`src/rtl/nn_pkg.sv`:
```
// Shared types, default dimensions and helpers for the MLP layer sequencer.
package nn_pkg;

    typedef enum logic [2:0] {
        ST_IDLE,
        ST_CLR,
        ST_MAC,
        ST_DRAIN,
        ST_WRITE,
        ST_DONE
    } state_t;

    typedef logic [1:0] layer_t;

    localparam int unsigned DEF_N0       = 64;
    localparam int unsigned DEF_N1       = 64;
    localparam int unsigned DEF_N2       = 22;
    localparam int unsigned DEF_M0       = 64;
    localparam int unsigned DEF_M1       = 64;
    localparam int unsigned DEF_M2       = 10;
    localparam int unsigned DEF_P        = 8;
    localparam int unsigned DEF_PIPE_LAT = 2;

    // Number of P-wide neuron groups needed to cover m outputs.
    function automatic int unsigned ceil_div(input int unsigned a, input int unsigned b);
        return (a + b - 1) / b;
    endfunction

endpackage

```
`src/rtl/nn_loop_counter.sv`:
```
// Zero-loadable up-counter that wraps to zero when it increments past its terminal value.
module nn_loop_counter #(
    parameter int unsigned W = 8
) (
    input  logic         clk,
    input  logic         rst,
    input  logic         clr,
    input  logic         inc,
    input  logic [W-1:0] last,
    output logic [W-1:0] cnt,
    output logic         at_last_c
);

    assign at_last_c = (cnt == last);

    always_ff @(posedge clk) begin
        if (rst || clr) begin
            cnt <= '0;
        end else if (inc) begin
            cnt <= at_last_c ? '0 : cnt + W'(1);
        end
    end

endmodule

```
`src/rtl/nn_layer_sequencer.sv`:
```
// Walks the shared P-wide MAC pool over every neuron group of all three MLP layers.
module nn_layer_sequencer
    import nn_pkg::*;
#(
    parameter int unsigned N0       = DEF_N0,
    parameter int unsigned N1       = DEF_N1,
    parameter int unsigned N2       = DEF_N2,
    parameter int unsigned M0       = DEF_M0,
    parameter int unsigned M1       = DEF_M1,
    parameter int unsigned M2       = DEF_M2,
    parameter int unsigned P        = DEF_P,
    parameter int unsigned PIPE_LAT = DEF_PIPE_LAT,
    parameter int unsigned CNT_W    = 8,
    parameter int unsigned WADDR_W  = 16
) (
    input  logic               clk,
    input  logic               rst,
    input  logic               start,
    input  logic               hold,
    output logic               busy,
    output logic               done,
    output logic               mac_clr,
    output logic               mac_en,
    output logic [CNT_W-1:0]   in_addr,
    output logic [WADDR_W-1:0] w_addr,
    output logic [1:0]         layer,
    output logic [CNT_W-1:0]   group,
    output logic               wr_en
);

    localparam int unsigned G0 = ceil_div(M0, P);
    localparam int unsigned G1 = ceil_div(M1, P);
    localparam int unsigned G2 = ceil_div(M2, P);

    localparam logic [CNT_W-1:0] N0_LAST    = CNT_W'(N0 - 1);
    localparam logic [CNT_W-1:0] N1_LAST    = CNT_W'(N1 - 1);
    localparam logic [CNT_W-1:0] N2_LAST    = CNT_W'(N2 - 1);
    localparam logic [CNT_W-1:0] G0_LAST    = CNT_W'(G0 - 1);
    localparam logic [CNT_W-1:0] G1_LAST    = CNT_W'(G1 - 1);
    localparam logic [CNT_W-1:0] G2_LAST    = CNT_W'(G2 - 1);
    localparam logic [CNT_W-1:0] DRAIN_LAST = CNT_W'((PIPE_LAT > 0) ? PIPE_LAT - 1 : 0);
    localparam bit               HAS_DRAIN  = (PIPE_LAT != 0);

    state_t           state;
    state_t           state_nxt;
    logic             in_mac;
    logic [CNT_W-1:0] n_last;
    logic [CNT_W-1:0] g_last;
    logic [CNT_W-1:0] d_cnt;
    logic             i_last_c;
    logic             d_last_c;
    logic             g_last_c;
    logic             i_clr;
    logic             i_inc;
    logic             d_clr;
    logic             d_inc;
    logic             g_clr;
    logic             g_inc;

    // Per-layer loop bounds.
    always_comb begin
        case (layer)
            2'd0:    begin n_last = N0_LAST; g_last = G0_LAST; end
            2'd1:    begin n_last = N1_LAST; g_last = G1_LAST; end
            default: begin n_last = N2_LAST; g_last = G2_LAST; end
        endcase
    end

    always_comb begin
        i_clr = (state == ST_CLR);
        i_inc = (state == ST_MAC) && !hold;
        d_clr = (state != ST_DRAIN);
        d_inc = (state == ST_DRAIN);
        g_clr = (state == ST_IDLE);
        g_inc = (state == ST_WRITE);
    end

    nn_loop_counter #(.W(CNT_W)) u_in_cnt (
        .clk       (clk),
        .rst       (rst),
        .clr       (i_clr),
        .inc       (i_inc),
        .last      (n_last),
        .cnt       (in_addr),
        .at_last_c (i_last_c)
    );

    nn_loop_counter #(.W(CNT_W)) u_drain_cnt (
        .clk       (clk),
        .rst       (rst),
        .clr       (d_clr),
        .inc       (d_inc),
        .last      (DRAIN_LAST),
        .cnt       (d_cnt),
        .at_last_c (d_last_c)
    );

    nn_loop_counter #(.W(CNT_W)) u_group_cnt (
        .clk       (clk),
        .rst       (rst),
        .clr       (g_clr),
        .inc       (g_inc),
        .last      (g_last),
        .cnt       (group),
        .at_last_c (g_last_c)
    );

    always_comb begin
        state_nxt = state;
        case (state)
            ST_IDLE:  if (start) state_nxt = ST_CLR;
            ST_CLR:   state_nxt = ST_MAC;
            ST_MAC:   if (!hold && i_last_c) state_nxt = HAS_DRAIN ? ST_DRAIN : ST_WRITE;
            ST_DRAIN: if (d_last_c) state_nxt = ST_WRITE;
            ST_WRITE: state_nxt = (!g_last_c || layer != 2'd2) ? ST_CLR : ST_DONE;
            ST_DONE:  state_nxt = ST_IDLE;
            default:  state_nxt = ST_IDLE;
        endcase
    end

    // Strobes are decoded one cycle early from the next state so they come straight off flops.
    always_ff @(posedge clk) begin
        if (rst) begin
            state   <= ST_IDLE;
            busy    <= 1'b0;
            done    <= 1'b0;
            mac_clr <= 1'b0;
            wr_en   <= 1'b0;
            in_mac  <= 1'b0;
            layer   <= 2'd0;
            w_addr  <= '0;
        end else begin
            state   <= state_nxt;
            busy    <= (state_nxt != ST_IDLE);
            done    <= (state_nxt == ST_DONE);
            mac_clr <= (state_nxt == ST_CLR);
            wr_en   <= (state_nxt == ST_WRITE);
            in_mac  <= (state_nxt == ST_MAC);
            if (state == ST_MAC && !hold) begin
                w_addr <= w_addr + WADDR_W'(1);
            end else if (state == ST_DONE || state == ST_IDLE) begin
                w_addr <= '0;
            end
            if (state == ST_WRITE && g_last_c) begin
                layer <= (layer == 2'd2) ? 2'd0 : layer + 2'd1;
            end
        end
    end

    // hold must gate accumulation in the same cycle the memory reports not-ready.
    assign mac_en = in_mac && !hold;

endmodule

```
`config.mk`:
```
export PLATFORM = sky130hd
export DESIGN_NAME = nn_layer_sequencer
export DESIGN_NICKNAME = d
export VERILOG_FILES = /design/src/rtl/nn_pkg.sv /design/src/rtl/nn_loop_counter.sv /design/src/rtl/nn_layer_sequencer.sv
export SDC_FILE = /design/constraint.sdc
export NUM_CORES = 1
export LEC_CHECK = 0
export CELL_PAD_IN_SITES_DETAIL_PLACEMENT = 0
export CELL_PAD_IN_SITES_GLOBAL_PLACEMENT = 1
export CORE_MARGIN = 4
export CORE_UTILIZATION = 39
export DETAILED_ROUTE_END_ITERATION = 8
export GPL_ROUTABILITY_DRIVEN = 1
export PLACE_DENSITY = 0.88
export SYNTH_ARGS = -nofsm -noshare
export SYNTH_HDL_FRONTEND = slang
export SYNTH_SLANG_ARGS = --single-unit
```
`constraint.sdc`:
```
create_clock -name clk -period 2.1 [get_ports clk]
set_clock_uncertainty 0.05 [all_clocks]
set_input_delay 0.315 -clock clk [delete_from_list [all_inputs] [get_ports clk]]
set_output_delay 0.315 -clock clk [all_outputs]
set_load 0.01 [all_outputs]
```
==> summary.md <==
| Metric | Value |
|---|---|
| Outcome | finished clean |
| CP cell instances | or4b_2 -> or4_4 -> and3_1 -> nor3b_1 |
| Syn Inst Count | 279 |
| Syn_area_per_cell | 8.758 sq um |
| Die height | 87.16 microns |
| Total congestion overflow | 0 |
| CTS Root Cell | clkbuf_8 |
| GRT Total Usage | 0.1649 |
| Post-Route WL | 5.722 mm |
| CP max-delay cell | or4b_2 |
| RSZ-0062 raised after global routing | true |
| Hold Crit Depth | 2 |
| Initial Utilization | 0.4079 |
| Diodes inserted | 0 |
| Clk slew on worst S/H paths | 0.09 ns |
| HPWL Detailed | 4.195 mm |
| Pwr Density | 561.9 nW/um^2 |
| Metal3 WL | 217 microns |
| Fin. max-slew vios | 0 |
| Most frequent cells in the layout | 50 x dfxtp_1, 42 x clkdlybuf4s50_1, 34 x nor2_1 |
| Placer Congestion | 0.8135 |
| Delay-heaviest family, CP | simple AND/OR/NAND/NOR gates |
| Post-route ant nets | 0 |
| Sequential share of the synthesized area | 0.4096 |
| CTS tree | yes |
| Worst Path Arrival | 2.09 ns |
| Tcrit/Tclk final | 0.9358 |
| Area of the core | 5991 sq um |
| Commonest non-fill, non-tap cell in the layout | dfxtp_1 |
| Net Count, Synth | 288 |
| Worst IR Drop VDD | 295.0 uV |
| Synthesis-stage register bit count | 50 |
| R2R depth | 4 |
| Routed met2 length | 2.757 mm |
| Min-delay worst type | register to register |
| Area contributors post-synth | dfxtp_1 41%, nor2_1 5.2%, xnor2_1 4.7%, nand2_1 3.5%, nor3_1 3.3% |
| Die Width | 87.16 microns |
| Final setup fails | 0 |
| Final Hold Fails | 0 |
| Post-synth top area share | 0.4096 |
| Finished Cell Area | 3193 sq um |
| Row count | 28 |
| Max incr delay on CP | 0.66 ns |
| NumNets Final | 349 |
| Least-Margin Pin Slew | 0.5254 ns |
| Worst Setup Start Kind | register |
| # resized after CTS | 0 |
| Post-synthesis async set-or-reset flop share | 0 |
| Fmax | 0.5088 GHz |
| Largest net degree at the start of global routing | 16 |
| CP max FO | 5 |
| Design Power | 0.001794 W |
| Top Metal Used | met4 |
| TritonRoute pass-1 iters | 4 |
| Clock latency at the later pin of the worst-skew pair | 0.30 ns |
| CTS Hold Bufs | 0 |
| Via count | 2235 |
| H-Tree Depth | 2 |
| CTS buffer count | 5 |
| Hold Slack | 0.4286 ns |
| Yosys top cell by area | dfxtp_1 |
| WP depth | 4 |
| # Post-CTS Setup Buffers | 0 |
| Initial antenna violation count | 0 |
| Placed cell area | 3083 sq um |
| Cell area after synthesis | 2444 sq um |
| DIE AREA | 7596 sq um |
| Area Overhead vs Synth | 30.67% |
| Max cap viols | 0 |
| Layout cell share with drive strength beyond 1 | 0.1378 |
| Synth cell types | 56 |
| Classification of the worst setup path | register to register |
| Yosys warning total | 0 |
| Critical Path RT | 2.22 ns |
| Via density | 5.373 |
| Post-layout min period | 1.965 ns |
| Post-synth top flop | dfxtp_1 |
| DR WL/cell | 13.75 microns |
| Worst Path Buf+Inv | 0 |
| Num Clock Sinks | 50 |
| M1 WL | 2.660 mm |
| IO Port Bufs | 42 |
| Slew margin rel. | 0.6470 |
| DRC | 0 |
| 1st-iter DRT viols | 78 |
| EDFF count, synth | 0 |
| First-pass GRT wire length | 10.11 mm |
| Pleak | 1.057 nW |
| Vias in the first global route | 2207 |
| Max clock buf depth | 2 |
| Setup tns final | 0 ns |
| I/O Pins | 43 |
| Worst Setup End Kind | register |
cell usage after synthesis, drive strengths merged, types with 4 or more instances:
cell type and number:
nand3 9, nor4 5, xor2 9, or4 6, and2 4, a21oi 13, xnor2 13, inv 5
a31oi 5, or2 4, nand4 9, o21ai 6, ha 5, nor3 16, nor2 34, nand3b 5
clkbuf 5, dfxtp 50, nand2 23, buf 8
sequential cells by signal (all words and copies together) (netlist names), 2 cells and up:
signal	flops
state	3
u_in_cnt.cnt	8
w_addr	16
u_drain_cnt.cnt	8
layer	2
u_group_cnt.cnt	8
logic make-up after synthesis:
kind of cell	synth area share
buffers and inverters	0.03328
AOI/OAI and AO/OA	0.1265
and+or+nand+nor	0.3180
muxes	0.008193
adders and majority gates	0.02560
xor gates and xnor gates	0.07886
DFF	0.4096
through the flow:
| stage | setup slack [ns] | util | instances |
|---|---|---|---|
| 2_1_floorplan | 0.1649 | - | 279 |
| 3_3_place_gp | -0.08872 | 0.5146 | 408 |
| 3_5_place_dp | -0.1888 | 0.5146 | 408 |
| 4_1_cts | 0.1334 | 0.5330 | 416 |
| 5_1_grt | -0.001793 | 0.5330 | 416 |
| 6_report | 0.1347 | 0.5330 | 416 |
report_power, final:
group          total, W  leakage (nW)  switching, W  internal, W
clock network  0.000677        0.0514      0.000321     0.000356
logic          0.000150         0.602     0.0000834    0.0000663
registers      0.000968         0.404    0.00000871     0.000959
total           0.00179          1.06      0.000413      0.00138
area by class of cell:
class / instances / area [sq um]
sequential: 50 / 1001
clock buffer: 6 / 72.57
tap: 75 / 93.84
clock inverter: 2 / 37.54
timing repair buffer: 67 / 608.1
fill: 561 / 2798
multi-input combinational: 211 / 1361
inverter: 5 / 18.77
routing by layer:
layer  global-route usage  up-vias
met3              0.02933        9
met1               0.2063     1048
li1                     -     1135
met5                    0        -
met4              0.05858        0
met2               0.2836       43
path summary, 6_finish.rpt:
| check | start | slack (ns) | to |
|---|---|---|---|
| hold / removal | w_addr[15]$_SDFFE_PP0P_ | 0.43 | w_addr[15]$_SDFFE_PP0P_ |
| setup reg to reg | u_group_cnt.cnt[1]$_SDFFE_PP0N_ | 0.13 | mac_clr$_SDFF_PP0_ |
| setup / recovery | u_group_cnt.cnt[1]$_SDFFE_PP0N_ | 0.13 | mac_clr$_SDFF_PP0_ |
| hold reg to reg | w_addr[15]$_SDFFE_PP0P_ | 0.43 | w_addr[15]$_SDFFE_PP0P_ |
worst min-delay path, stage by stage (launching register included):
cell and delay (ns):
dfxtp_1 0.33, nand2_1 0.06, mux2i_1 0.05
No activity file was read; power rests on OpenSTA's default activity.
